==> src/rtl/rf_pkg.sv <==
// Shared types and default geometry for the multi-port register file.
// Optional build macro: RF_BYPASS_EN (write-through read forwarding).
package rf_pkg;

  localparam int DATA_W   = 32;
  localparam int ADDR_W   = 4;
  localparam int NUM_REGS = 16;
  localparam int PC_IDX   = 15;

  typedef enum logic {
    RF_IDLE  = 1'b0,
    RF_SWEEP = 1'b1
  } rf_state_e;

endpackage

==> src/rtl/rf_clear_seq.sv <==
// Clear sequencer: walks every stored register index once (skipping the
// PC alias), one per cycle, and flags the sweep on busy / clr_en.
module rf_clear_seq #(
  parameter int ADDR_W   = 4,
  parameter int NUM_REGS = 16,
  parameter int PC_IDX   = 15
) (
  input  logic              clk,
  input  logic              rst,
  input  logic              clr,
  output logic              busy,
  output logic              clr_en,
  output logic [ADDR_W-1:0] clr_addr
);
  import rf_pkg::*;

  // First and last stored indices; the PC alias never holds storage.
  localparam int FIRST = (PC_IDX == 0) ? 1 : 0;
  localparam int LAST  = (PC_IDX == NUM_REGS - 1) ? NUM_REGS - 2 : NUM_REGS - 1;
  localparam logic [ADDR_W-1:0] FIRST_A = FIRST[ADDR_W-1:0];
  localparam logic [ADDR_W-1:0] LAST_A  = LAST[ADDR_W-1:0];
  localparam logic [ADDR_W-1:0] PC_A    = PC_IDX[ADDR_W-1:0];

  rf_state_e         state;
  logic [ADDR_W-1:0] cnt;

  function automatic logic [ADDR_W-1:0] next_idx(input logic [ADDR_W-1:0] c);
    logic [ADDR_W-1:0] n;
    n = c + 1'b1;
    if (n == PC_A) n = n + 1'b1;
    return n;
  endfunction

  // Sweep FSM with registered busy flag; CLR is ignored once sweeping.
  always_ff @(posedge clk or posedge rst) begin
    if (rst) begin
      state <= RF_IDLE;
      cnt   <= '0;
      busy  <= 1'b0;
    end else begin
      case (state)
        RF_IDLE: begin
          if (clr) begin
            state <= RF_SWEEP;
            cnt   <= FIRST_A;
            busy  <= 1'b1;
          end
        end
        RF_SWEEP: begin
          if (cnt == LAST_A) begin
            state <= RF_IDLE;
            cnt   <= '0;
            busy  <= 1'b0;
          end else begin
            cnt <= next_idx(cnt);
          end
        end
        default: begin
          state <= RF_IDLE;
          cnt   <= '0;
          busy  <= 1'b0;
        end
      endcase
    end
  end

  assign clr_en   = busy;
  assign clr_addr = cnt;

endmodule

==> src/rtl/register_file_mp.sv <==
// Dual-read / dual-write register file with PC alias on PC_IDX and a
// one-register-per-cycle clear sweep.
// Optional build macro: RF_BYPASS_EN (same-cycle write data forwarded to reads).
module register_file_mp #(
  parameter int DATA_W   = rf_pkg::DATA_W,
  parameter int ADDR_W   = rf_pkg::ADDR_W,
  parameter int NUM_REGS = rf_pkg::NUM_REGS,
  parameter int PC_IDX   = rf_pkg::PC_IDX
) (
  input  logic              CLK,
  input  logic              RESET,
  input  logic [ADDR_W-1:0] A1,
  input  logic [ADDR_W-1:0] A2,
  output logic [DATA_W-1:0] RD1,
  output logic [DATA_W-1:0] RD2,
  input  logic              WE3,
  input  logic [ADDR_W-1:0] A3,
  input  logic [DATA_W-1:0] WD3,
  input  logic              WE4,
  input  logic [ADDR_W-1:0] A4,
  input  logic [DATA_W-1:0] WD4,
  input  logic [DATA_W-1:0] R15,
  input  logic              CLR,
  output logic              BUSY
);
  import rf_pkg::*;

  localparam logic [ADDR_W:0]   NREGS = NUM_REGS[ADDR_W:0];
  localparam logic [ADDR_W-1:0] PC_A  = PC_IDX[ADDR_W-1:0];

  logic              clr_en;
  logic [ADDR_W-1:0] clr_addr;
  logic              ok3, ok4;
  logic [DATA_W-1:0] q_arr [NUM_REGS];

  rf_clear_seq #(
    .ADDR_W   (ADDR_W),
    .NUM_REGS (NUM_REGS),
    .PC_IDX   (PC_IDX)
  ) u_clr (
    .clk      (CLK),
    .rst      (RESET),
    .clr      (CLR),
    .busy     (BUSY),
    .clr_en   (clr_en),
    .clr_addr (clr_addr)
  );

  function automatic logic legal(input logic [ADDR_W-1:0] a);
    return ({1'b0, a} < NREGS) && (a != PC_A);
  endfunction

  // Writes are dropped outright while the sweep owns the array.
  assign ok3 = WE3 && legal(A3) && !BUSY;
  assign ok4 = WE4 && legal(A4) && !BUSY;

  for (genvar i = 0; i < NUM_REGS; i++) begin : g_reg
    if (i == PC_IDX) begin : g_pc
      assign q_arr[i] = '0;
    end else begin : g_st
      localparam logic [ADDR_W-1:0] IDX = ADDR_W'(i);
      logic [DATA_W-1:0] q;
      // Per-register commit: sweep clear, then port 4, then port 3.
      always_ff @(posedge CLK or posedge RESET) begin
        if (RESET)                         q <= '0;
        else if (clr_en && clr_addr == IDX) q <= '0;
        else if (ok4 && A4 == IDX)          q <= WD4;
        else if (ok3 && A3 == IDX)          q <= WD3;
      end
      assign q_arr[i] = q;
    end
  end

  function automatic logic [DATA_W-1:0] rd(input logic [ADDR_W-1:0] a);
    logic [DATA_W-1:0] v;
    v = '0;
    if (a == PC_A) begin
      v = R15;
    end else if ({1'b0, a} < NREGS) begin
`ifdef RF_BYPASS_EN
      if (ok4 && A4 == a)      v = WD4;
      else if (ok3 && A3 == a) v = WD3;
      else
`endif
      v = q_arr[a];
    end
    return v;
  endfunction

  // Combinational read ports.
  always_comb begin
    RD1 = rd(A1);
    RD2 = rd(A2);
  end

endmodule

==> config.mk <==
export PLATFORM = sky130hd
export DESIGN_NAME = register_file_mp
export DESIGN_NICKNAME = d
export VERILOG_FILES = /design/src/rtl/rf_pkg.sv /design/src/rtl/rf_clear_seq.sv /design/src/rtl/register_file_mp.sv
export SDC_FILE = /design/constraint.sdc
export NUM_CORES = 2
export LEC_CHECK = 0
export BUFFER_PORTS_ARGS = -buffer_cell sky130_fd_sc_hd__buf_4
export CORE_MARGIN = 5
export CORE_UTILIZATION = 47
export DETAILED_ROUTE_END_ITERATION = 10
export GPL_TIMING_DRIVEN = 0
export PLACE_DENSITY = 0.74
export SLEW_MARGIN = 10
export SYNTH_ARGS = -nofsm -noshare
export SYNTH_HDL_FRONTEND = slang
export SYNTH_SLANG_ARGS = --single-unit
export TNS_END_PERCENT = 20
==> constraint.sdc <==
create_clock -name CLK -period 15.6 [get_ports CLK]
set_clock_uncertainty 0.05 [all_clocks]
set_input_delay 2.34 -clock CLK [delete_from_list [all_inputs] [get_ports CLK]]
set_output_delay 2.34 -clock CLK [all_outputs]
set_load 0.01 [all_outputs]
==> flow_metrics.env <==
export IMPL_tns_ns=0
export IMPL_cts_max_level=2
export IMPL_crit_path_frequent_cell="clkbuf_1"
export IMPL_start_util=0.474
export IMPL_first_pass_iters=6
export IMPL_cts_buffer_depth=3
export IMPL_via_per_inst=7.34
export IMPL_synth_nets=2887
export IMPL_fillers=5653
export IMPL_num_io_pins=182
export IMPL_syn_avg_cell_area_sq_um=11.3
export IMPL_reg2regPathDepth=6
export IMPL_grt_pass1_wl_mm=200
export IMPL_hpwlAfterDp_mm=98.1
export IMPL_hp_class="flop to flop"
export IMPL_core_area_sq_um=65700
export IMPL_cts_tree="done"
export IMPL_arrival_ns=5.73
export IMPL_mostFrequentLayoutCells="529 x mux2i_1, 486 x dfrtp_1, 378 x nand2_1, 301 x o21ai_0, 239 x mux4_2"
export IMPL_cts_buffers=55
export IMPL_vias=28900
export IMPL_peakVddDrop_mv=0.0978
export IMPL_multiInputGateArea_sq_um=17500
export IMPL_cp_num_cells=7
export IMPL_slew_violations=11
export IMPL_worstSetupEndpointType="output port"
export IMPL_setup_viol=0
export IMPL_grt_start_max_net_pins=37
export IMPL_grt_pass1_vias=28000
export IMPL_fin_ws_ns=7.48
export IMPL_endpoint="RD1[25]"
export IMPL_r2r_start="u_clr.busy$_DFFE_PP0P_"
export IMPL_yosys_warnings=0
export IMPL_grt_ovfl_total=0
export IMPL_power_leakage_uw=0.0168
export IMPL_clkTransAtPathRegs_ns=0.06
export IMPL_die_width_um=267
export IMPL_cts_sinks=486
export IMPL_path_cells="clkbuf_1 > clkbuf_1 > clkbuf_1 > mux4_2 > mux2i_1 > o22ai_1 > buf_4"
export IMPL_maxCapViolations=1
export IMPL_syn_area_sq_um=31200
export IMPL_critPathTopFamily="buffers and inverters"
export IMPL_synth_main_ff_cell="dfrtp_1"
export IMPL_netlist_instances=2764
export IMPL_startpoint="A1[1]"
export IMPL_critPathMaxFanout=10
export IMPL_synth_seq_cells=486
export IMPL_cts_setup_buffers=0
export IMPL_fin_nets=3145
export IMPL_status="finished with violations"
export IMPL_ctsResizeCount=0
export IMPL_r2r_end="g_reg[0].g_st.q[31]$_DFFE_PP0P_"
export IMPL_slowest_stage="clkbuf_1"
export IMPL_regToRegSetupSlack_ns=11.98
export IMPL_tightest_slew_ns=1.53
export IMPL_antenna_left=0
export IMPL_dieArea_sq_um=71500
export IMPL_seq_area_sq_um=12200
export IMPL_die_y_um=267
export IMPL_relSlewSlack=-0.0180
export IMPL_crit_required_ns=13.21
export IMPL_io_buffers=176
export IMPL_critPathMaxStageDelay_ns=1.18
export IMPL_cp_start_kind="input pin"
export IMPL_drtIter0Drc=5149
export IMPL_failed_checks="capacitance limit, slew limit"
export IMPL_drcViolationCount=0
export IMPL_finalWirelength_mm=144
export IMPL_grt_usage=0.391
export IMPL_clk_insertion_delay_late_ns=0.64
export IMPL_drt_wirelength_per_cell_um=36.6
export IMPL_rows=94
export IMPL_postCtsHoldBufs=0
export IMPL_finalCritPeriodShare=0.521
export IMPL_synth_edf_count=0
export IMPL_drive_gt1_frac=0.231
export IMPL_final_hold_viol_count=0
export IMPL_finalCriticalPeriod_ns=8.12
export IMPL_seq_area_frac_synth=0.390
export IMPL_worstSetupPathType="input pin to output port"
export IMPL_async_flop_share=1.00
export IMPL_timing_fmax_mhz=123
export IMPL_antenna_found_initial=3
export IMPL_worstPathBufferInverterCount=4
export IMPL_root_buffer="clkbuf_16"
export IMPL_synth_cell_type_count=53
export IMPL_syn_to_final_growth_pct=15.2
export IMPL_rsz0062_at_grt="no"
export IMPL_place_gp_congestion=1.05
export IMPL_post_place_ws_ns=7.86
export IMPL_powerDensity_nw_per_um2=151
export IMPL_mostFrequentLayoutCell="mux2i_1"
-- state kept, by name (all words and copies together), names as in the netlist --
register / flops
u_clr.busy: 1
g.g_st.q: 480
u_clr.clr_addr: 4
u_clr.state: 1
-- how the worst min path moves through the flow --
stage / from / endpoint / slack [ns] / cells past startpoint
after floorplan: g_reg[10].g_st.q[14]$_DFFE_PP0P_ / g_reg[10].g_st.q[14]$_DFFE_PP0P_ / 0.41 / 2
after global placement: g_reg[2].g_st.q[30]$_DFFE_PP0P_ / g_reg[2].g_st.q[30]$_DFFE_PP0P_ / 0.42 / 2
after detailed placement: g_reg[2].g_st.q[30]$_DFFE_PP0P_ / g_reg[2].g_st.q[30]$_DFFE_PP0P_ / 0.43 / 2
after CTS: g_reg[2].g_st.q[30]$_DFFE_PP0P_ / g_reg[2].g_st.q[30]$_DFFE_PP0P_ / 0.45 / 2
after global routing: g_reg[10].g_st.q[23]$_DFFE_PP0P_ / g_reg[10].g_st.q[23]$_DFFE_PP0P_ / 0.47 / 2
final: g_reg[2].g_st.q[30]$_DFFE_PP0P_ / g_reg[2].g_st.q[30]$_DFFE_PP0P_ / 0.45 / 2
-- report_power, final --
group          internal [uW]  switching [uW]
combinational            874            1000
sequential              1730             419
clock                    794             584
total                   3400            2010
-- layout make-up --
type,count,share of cell area
well taps,864,0.0301
clock buffers,85,0.0463
clock inverters,16,0.00530
inverters,15,0.00167
repair buffers,201,0.0488
plain buffers,321,0.0405
multi-input cells,1942,0.488
flip-flops and latches,486,0.339
diodes,2,0.000140
-- through the flow --
| stage | power, uW | hold WS [ns] | instance area [sq um] | utilization | std cells |
|---|---|---|---|---|---|
| 6_report | 5410 | 0.448 | 35900 | 0.546 | 3932 |
| 5_1_grt | 5560 | 0.470 | 35900 | 0.546 | 3931 |
| 4_1_cts | 5290 | 0.447 | 35900 | 0.545 | 3929 |
| 3_5_place_dp | 3940 | 0.433 | 34000 | 0.517 | 3828 |
| 3_3_place_gp | 3850 | 0.422 | 33600 | 0.510 | 3804 |
| 2_1_floorplan | 3200 | 0.409 | 31200 | - | 2764 |
-- synthesized netlist by cell type (all sizes together), types with 4 or more instances --
| cell type | count | area (sq um) |
|---|---|---|
| o221ai | 9 | 78.8 |
| nand4 | 5 | 31.3 |
| a221oi | 11 | 158 |
| mux2i | 529 | 5300 |
| o22ai | 54 | 338 |
| nand2 | 378 | 1420 |
| o211ai | 17 | 128 |
| mux4 | 239 | 5380 |
| o21ai | 337 | 1690 |
| a211o | 8 | 70.1 |
| a22oi | 12 | 105 |
| o2bb2ai | 128 | 1120 |
| clkbuf | 177 | 666 |
| dfrtp | 486 | 12200 |
| and4b | 9 | 90.1 |
| nor4bb | 6 | 60.1 |
| mux2 | 32 | 360 |
| nor2b | 5 | 31.3 |
| inv | 15 | 56.3 |
| buf | 144 | 782 |
| a21oi | 4 | 20.0 |
| and2 | 10 | 62.6 |
| o31ai | 59 | 443 |
| nor2 | 35 | 131 |
| a21o | 23 | 173 |
| ha | 6 | 75.1 |
-- per-layer routing --
layer,track usage,wire length [um],up-vias,part of all wire
met5,0,11,-,0.000077
met4,0.274,13900,2,0.097
met3,0.177,24300,819,0.17
li1,-,-,11000,-
met1,0.487,48400,14100,0.34
met2,0.541,57200,2940,0.40
-- cells by family after synthesis --
family / Yosys count / share of synthesized area
adder cells (fa/ha/maj): 6 / 0.00241
buffers and inverters: 336 / 0.0483
XOR/XNOR: 2 / 0.000562
flip-flops: 486 / 0.390
AND/OR/NAND/NOR: 465 / 0.0634
AO/OA/AOI/OAI: 669 / 0.141
multiplexers: 800 / 0.354
-- worst register-to-register path: cells and delay by family, from the launching register on --
family,cells,cell delay (ns)
flops,1,0.45
buf+inv,3,1.20
compound gates,2,0.73
simple gates,1,1.08
Power figures use the tool's default switching activity.
